**config.mk**
```make
export PLATFORM = sky130hd
export DESIGN_NAME = lsu_mem_if
export DESIGN_NICKNAME = d
export VERILOG_FILES = /design/src/rtl/lsu_mem_if.sv
export SDC_FILE = /design/constraint.sdc
export NUM_CORES = 1
export LEC_CHECK = 0
export ABC_AREA = 1
export CAP_MARGIN = 20
export CORE_MARGIN = 4
export CORE_UTILIZATION = 30
export CTS_CLUSTER_SIZE = 28
export DETAILED_ROUTE_END_ITERATION = 8
export GPL_TIMING_DRIVEN = 0
export PLACE_DENSITY = 0.54
export SLEW_MARGIN = 20
export SYNTH_ARGS = -nofsm -noshare
export SYNTH_HDL_FRONTEND = slang
export SYNTH_SLANG_ARGS = --single-unit
```
**constraint.sdc**
```tcl
create_clock -name clk -period 3.78 [get_ports clk]
set_clock_uncertainty 0.2 [all_clocks]
set_input_delay 0.756 -clock clk [delete_from_list [all_inputs] [get_ports clk]]
set_output_delay 0.756 -clock clk [all_outputs]
set_load 0.02 [all_outputs]
```
**src/rtl/lsu_mem_if.sv**
```systemverilog
// RV32I load/store unit: byte-enable/lane steering, load extension and a req/ack
// memory handshake with optional timeout. Define LSU_MISALIGN_TRAP_EN to trap misaligned h/w accesses.
module lsu_mem_if #(
  parameter int ADDR_WIDTH = 32,
  parameter int MAX_WAIT   = 255
) (
  input  logic                  clk,
  input  logic                  rst,
  input  logic                  req_valid,
  output logic                  req_ready,
  input  logic                  req_we,
  input  logic [2:0]            req_funct3,
  input  logic [ADDR_WIDTH-1:0] req_addr,
  input  logic [31:0]           req_wdata,
  input  logic [4:0]            req_rd,
  output logic                  rsp_valid,
  output logic                  rsp_is_load,
  output logic [31:0]           rsp_rdata,
  output logic [4:0]            rsp_rd,
  output logic                  rsp_err,
  output logic                  stall,
  output logic                  mem_req,
  output logic                  mem_we,
  output logic [ADDR_WIDTH-1:0] mem_addr,
  output logic [3:0]            mem_be,
  output logic [31:0]           mem_wdata,
  input  logic                  mem_ack,
  input  logic [31:0]           mem_rdata
);

  localparam int CW = (MAX_WAIT > 0) ? $clog2(MAX_WAIT + 1) : 1;

  typedef enum logic [1:0] {IDLE, REQ, RESP} state_e;

  state_e                  state_q;
  logic                    we_q;
  logic [2:0]              f3_q;
  logic [1:0]              off_q;
  logic [4:0]              rd_q;
  logic [CW-1:0]           cnt_q;
  logic                    req_ready_q, rsp_valid_q, rsp_is_load_q, rsp_err_q;
  logic [31:0]             rsp_rdata_q;
  logic [4:0]              rsp_rd_q;
  logic                    mem_req_q, mem_we_q;
  logic [ADDR_WIDTH-1:0]   mem_addr_q;
  logic [3:0]              mem_be_q;
  logic [31:0]             mem_wdata_q;

  logic                    illegal_d, misalign_d, timeout_d;
  logic [3:0]              be_d;
  logic [31:0]             wdata_d, rdata_d, shifted_d;
  logic [7:0]              byte_d;
  logic [15:0]             half_d;

  // Request decode: legality, byte enables and replicated store data.
  always_comb begin
    illegal_d = (req_funct3 == 3'b011) || (req_funct3[2] && (req_funct3[1] || req_we));
`ifdef LSU_MISALIGN_TRAP_EN
    misalign_d = ((req_funct3[1:0] == 2'b01) && req_addr[0]) ||
                 ((req_funct3[1:0] == 2'b10) && (req_addr[1:0] != 2'b00));
`else
    misalign_d = 1'b0;
`endif
    case (req_funct3[1:0])
      2'b00: begin
        be_d    = 4'b0001 << req_addr[1:0];
        wdata_d = {4{req_wdata[7:0]}};
      end
      2'b01: begin
        be_d    = 4'b0011 << {req_addr[1], 1'b0};
        wdata_d = {2{req_wdata[15:0]}};
      end
      default: begin
        be_d    = 4'b1111;
        wdata_d = req_wdata;
      end
    endcase
  end

  // Load data lane selection and extension from the latched offset and width.
  always_comb begin
    shifted_d = mem_rdata >> {off_q, 3'b000};
    byte_d    = shifted_d[7:0];
    half_d    = off_q[1] ? mem_rdata[31:16] : mem_rdata[15:0];
    case (f3_q)
      3'b000:  rdata_d = {{24{byte_d[7]}}, byte_d};
      3'b001:  rdata_d = {{16{half_d[15]}}, half_d};
      3'b100:  rdata_d = {24'd0, byte_d};
      3'b101:  rdata_d = {16'd0, half_d};
      default: rdata_d = mem_rdata;
    endcase
  end

  assign timeout_d = (MAX_WAIT != 0) && (cnt_q == CW'(MAX_WAIT - 1));

  always_ff @(posedge clk or negedge rst) begin
    if (!rst) begin
      state_q       <= IDLE;
      we_q          <= 1'b0;
      f3_q          <= 3'd0;
      off_q         <= 2'd0;
      rd_q          <= 5'd0;
      cnt_q         <= '0;
      req_ready_q   <= 1'b1;
      rsp_valid_q   <= 1'b0;
      rsp_is_load_q <= 1'b0;
      rsp_err_q     <= 1'b0;
      rsp_rdata_q   <= 32'd0;
      rsp_rd_q      <= 5'd0;
      mem_req_q     <= 1'b0;
      mem_we_q      <= 1'b0;
      mem_addr_q    <= '0;
      mem_be_q      <= 4'd0;
      mem_wdata_q   <= 32'd0;
    end else begin
      case (state_q)
        IDLE: begin
          if (req_valid) begin
            we_q        <= req_we;
            f3_q        <= req_funct3;
            off_q       <= req_addr[1:0];
            rd_q        <= req_rd;
            cnt_q       <= '0;
            req_ready_q <= 1'b0;
            // Rejected accesses skip the memory entirely and report an error.
            if (illegal_d || misalign_d) begin
              state_q       <= RESP;
              rsp_valid_q   <= 1'b1;
              rsp_err_q     <= 1'b1;
              rsp_is_load_q <= ~req_we;
              rsp_rd_q      <= req_we ? 5'd0 : req_rd;
              rsp_rdata_q   <= 32'd0;
            end else begin
              state_q     <= REQ;
              mem_req_q   <= 1'b1;
              mem_we_q    <= req_we;
              mem_addr_q  <= {req_addr[ADDR_WIDTH-1:2], 2'b00};
              mem_be_q    <= be_d;
              mem_wdata_q <= wdata_d;
            end
          end
        end
        REQ: begin
          if (mem_ack || timeout_d) begin
            state_q       <= RESP;
            mem_req_q     <= 1'b0;
            mem_we_q      <= 1'b0;
            mem_addr_q    <= '0;
            mem_be_q      <= 4'd0;
            mem_wdata_q   <= 32'd0;
            rsp_valid_q   <= 1'b1;
            rsp_err_q     <= ~mem_ack;
            rsp_is_load_q <= ~we_q;
            rsp_rd_q      <= we_q ? 5'd0 : rd_q;
            rsp_rdata_q   <= (we_q || !mem_ack) ? 32'd0 : rdata_d;
          end else begin
            cnt_q <= cnt_q + CW'(1);
          end
        end
        default: begin
          state_q       <= IDLE;
          req_ready_q   <= 1'b1;
          rsp_valid_q   <= 1'b0;
          rsp_err_q     <= 1'b0;
          rsp_is_load_q <= 1'b0;
          rsp_rd_q      <= 5'd0;
          rsp_rdata_q   <= 32'd0;
        end
      endcase
    end
  end

  assign req_ready   = req_ready_q;
  assign stall       = (state_q != IDLE) || (req_valid && !req_ready_q);
  assign rsp_valid   = rsp_valid_q;
  assign rsp_is_load = rsp_is_load_q;
  assign rsp_rdata   = rsp_rdata_q;
  assign rsp_rd      = rsp_rd_q;
  assign rsp_err     = rsp_err_q;
  assign mem_req     = mem_req_q;
  assign mem_we      = mem_we_q;
  assign mem_addr    = mem_addr_q;
  assign mem_be      = mem_be_q;
  assign mem_wdata   = mem_wdata_q;

endmodule

```
==> summary.md <==
| Metric | Value |
|---|---|
| Cell area power density | `836 nW/um^2` |
| Slowest cell on the critical path | `sky130_fd_sc_hd__clkdlybuf4s50_1` |
| DIE HEIGHT | `153 um` |
| TritonCTS Sinks | `130` |
| Critical path fanouts, max | `3` |
| Crit-path cells | `clkdlybuf4s50_1 > inv_1 > o21ai_0 > clkdlybuf4s50_1` |
| Average cell area after synthesis | `7.80 um^2` |
| Largest net degree at the start of global routing | `67` |
| Startpoint type of the worst setup path | `primary input` |
| Std-Cell Core Area | `20,500 um^2` |
| IO Port Bufs | `218` |
| Vias per Instance | `4.71` |
| Critical path's largest stage delay | `0.64 ns` |
| Final setup TNS | `0 ns` |
| Final max-slew violation count | `0` |
| Number of nets in the layout | `1,161` |
| Final hold vios | `0` |
| Dominant combinational cell family by area after synthesis | `simple AND/OR/NAND/NOR gates` |
| First-pass GRT wire length | `33,900 um` |
| Die Span X | `153 um` |
| Start point of the critical path | `req_valid` |
| Final Cycle Share | `82.8%` |
| Number of synthesized register bits | `130` |
| Logic depth of the worst register-to-register path | `8` |
| Number of core rows | `52` |
| Worst skew pair latency | `0.42 ns` |
| Arithmetic-cell share of the synthesized area counting full adders, half adders and majority gates | `0.396%` |
| Register clock-pin slew on the reported worst setup and hold paths | `0.07 ns` |
| Antenna-violating nets left | `0` |
| Dominant cells by area after synthesis | `sky130_fd_sc_hd__dfrtp_1 51%, sky130_fd_sc_hd__nand2_1 20%, sky130_fd_sc_hd__nand4_1 4.5%, sky130_fd_sc_hd__nor2_1 3.5%, sky130_fd_sc_hd__o21ai_0 3.4%` |
| Cell mode on critical path | `sky130_fd_sc_hd__clkdlybuf4s50_1` |
| Wire length per cell after detailed routing | `16.3 um` |
| Iter 0 DRT Violations | `380` |
| List of most frequent post-synthesis cells | `340 x sky130_fd_sc_hd__nand2_1, 129 x sky130_fd_sc_hd__dfrtp_1, 59 x sky130_fd_sc_hd__nor2_1` |
| Area of the die | `23,500 um^2` |
| Number of global-route vias before repair | `6,164` |
| Status | `finished, final reports clean` |
| H-tree levels | `4` |
| Static power due to leakage | `4.57 nW` |
| Number of antenna violations at the first check in global routing | `0` |
| Register-to-register setup slack | `1.71 ns` |
| Number of buffers created by CTS | `17` |
| TritonCTS clock tree | `yes` |
| Data required time of the critical path | `2.82 ns` |
| Netlist Area Pre-Place | `6330 um^2` |
| Prevailing post-synth register cell | `sky130_fd_sc_hd__dfrtp_1` |
| Number of detailed-route iterations in the first pass | `5` |
| Number of gates resized after cts | `0` |
| Most area-hungry cell type in the Yosys netlist | `sky130_fd_sc_hd__dfrtp_1` |
| Boundary pin count | `221` |
| Cts hold-fix bufs | `0` |
| CP Capture Type | `output port` |
| CP arrival | `2.18 ns` |
| Worst ir drop on vdd | `280 uV` |
| Fraction of registers with async set/reset | `100%` |
| Fraction of layout instances using a drive strength above 1 | `7.62%` |
| Post CTS Setup Buffer Count | `0` |
| Final wirelength | `21,800 um` |
| Critical path endpoint | `stall` |
| Cell at the root of the clock tree | `sky130_fd_sc_hd__clkbuf_16` |
| Reg-to-reg startpoint | `state_q[1]` |
| Yosys cell types | `31` |
| Number of warnings issued by yosys | `0` |
| Number of buffers on the longest clock path | `2` |
| Most numerous cell in the Yosys netlist | `sky130_fd_sc_hd__nand2_1` |
| Via count | `6,282` |
| Synthesized-area fraction occupied by ao, oa, aoi and oai cells | `9.28%` |
| Detailed-route DRC error count | `0` |
| HPWL Detailed | `16,300 um` |
| Count of maximum capacitance violations | `0` |
| RSZ-0062 raised after global routing | `no` |
| Routability cong. | `0.840` |
| Gr usage total | `18.2%` |
| Capturing point of the worst reg2reg path | `mem_addr[17]` |
| Simple-gate area share of the yosys netlist | `31.5%` |
| Total congestion overflow | `0` |
| Area growth from synthesis to layout | `49.7%` |
| Synth Area in XOR/XNOR | `0.554%` |
| Class of the worst hold path | `primary input to asynchronous set/reset pin` |
| Final critical-path required period | `3.13 ns` |
| Number of enable flip-flop cells after synthesis | `0` |
| Cells after synthesis | `811` |
| Top achievable clock speed | `319 MHz` |
| Mux cell area share after synthesis | `0%` |
| Final number of setup-violating endpoints | `0` |
| Worst rel slew slack | `58.3%` |
| Kind of critical path | `primary input to output port` |
| Actual slew at the worst max-slew pin | `0.626 ns` |
| Starting utilization of the core area | `30.9%` |
| Fraction of the yosys area taken by sequential cells | `51.4%` |
| Worst hold slack across all endpoints | `0.0884 ns` |
| Fraction of post-synthesis cell area in the top cell type by area | `51.0%` |
placed cells by master, fill, tap and decap left out, types with 2 or more instances in the layout:
master	Yosys	final
sky130_fd_sc_hd__a211oi_1	5	5
sky130_fd_sc_hd__a21oi_1	37	37
sky130_fd_sc_hd__a22oi_1	6	6
sky130_fd_sc_hd__buf_1	4	4
sky130_fd_sc_hd__buf_2	19	19
sky130_fd_sc_hd__buf_4	8	8
sky130_fd_sc_hd__buf_6	4	4
sky130_fd_sc_hd__bufinv_16	0	2
sky130_fd_sc_hd__clkbuf_1	13	14
sky130_fd_sc_hd__clkbuf_16	0	17
sky130_fd_sc_hd__clkdlybuf4s50_1	0	217
sky130_fd_sc_hd__clkinv_4	0	2
sky130_fd_sc_hd__clkinvlp_4	0	5
sky130_fd_sc_hd__conb_1	1	2
sky130_fd_sc_hd__dfrtp_1	129	129
sky130_fd_sc_hd__ha_1	2	2
sky130_fd_sc_hd__inv_1	37	37
sky130_fd_sc_hd__inv_2	5	5
sky130_fd_sc_hd__inv_6	0	4
sky130_fd_sc_hd__nand2_1	340	340
sky130_fd_sc_hd__nand2_2	4	4
sky130_fd_sc_hd__nand3_1	12	12
sky130_fd_sc_hd__nand3_2	2	2
sky130_fd_sc_hd__nand4_1	46	46
sky130_fd_sc_hd__nor2_1	59	59
sky130_fd_sc_hd__nor2_2	2	2
sky130_fd_sc_hd__nor3_1	9	9
sky130_fd_sc_hd__o211ai_1	13	13
sky130_fd_sc_hd__o21ai_0	43	43
sky130_fd_sc_hd__xor2_1	4	4
flip-flops by register name, indices dropped and copies added, names as in the netlist:
register,flops
f3_q,3
state_q,2
we_q,1
rsp_rd,5
off_q,2
req_ready,1
rsp_err,1
cnt_q,8
rsp_is_load,1
mem_addr,30
mem_req,1
rsp_valid,1
mem_wdata,32
mem_be,4
rd_q,5
mem_we,1
rsp_rdata,32
layer usage:
metal	wire [um]	track usage, %
met5	0	0
met4	357	5.81
met3	1190	3.82
met2	10100	28.2
met1	10100	25.5
logic make-up after synthesis:
logic type	Yosys count
AO/OA/AOI/OAI	105
XOR/XNOR	4
adder cells (fa/ha/maj)	2
buffers and inverters	91
flip-flops	130
other	1
AND/OR/NAND/NOR	478
worst max-delay path, delay by kind of cell:
family	cells	cell delay, ns
buf+inv	3	1.20
compound gates	1	0.21
report_power, final:
group	switching (mW)	internal, mW	total [mW]
Sequential	0.327	1.97	2.30
Combinational	2.37	1.59	3.96
Clock	0.680	0.979	1.66
Total	3.38	4.54	7.91
cell type report:
type	count	area [um^2]
fill	2119	11000
sequential	130	3250
multi-input combinational	591	2650
timing repair buffer	219	2210
clock buffer	18	429
tap	270	338
buffer	48	264
inverter	43	161
clock inverter	14	155
antenna	1	2.50
stage by stage:
stage	setup WS (ns)	cell area (um^2)	util (%)	power (mW)	instances
after floorplan	1.48	6330	-	4.51	812
after global routing	0.525	9470	46.2	8.45	1333
after detailed placement	0.614	8880	43.3	6.31	1301
after CTS	0.591	9470	46.2	8.01	1333
final	0.649	9470	46.2	7.91	1334
after global placement	-3.83	8850	43.2	6.30	1300
worst min path at each step:
stage	start	depth (start not counted)	slack [ns]	end
3_3_place_gp	mem_addr[6]	2	0.25	mem_addr[6]
2_1_floorplan	rd_q[0]	2	0.24	rd_q[0]
3_5_place_dp	mem_wdata[9]	2	0.26	mem_wdata[9]
4_1_cts	rst	1	0.09	rd_q[4]
6_report	rst	1	0.09	rsp_rdata[3]
5_1_grt	rst	1	0.12	rd_q[4]
Power figures use the tool's default switching activity.
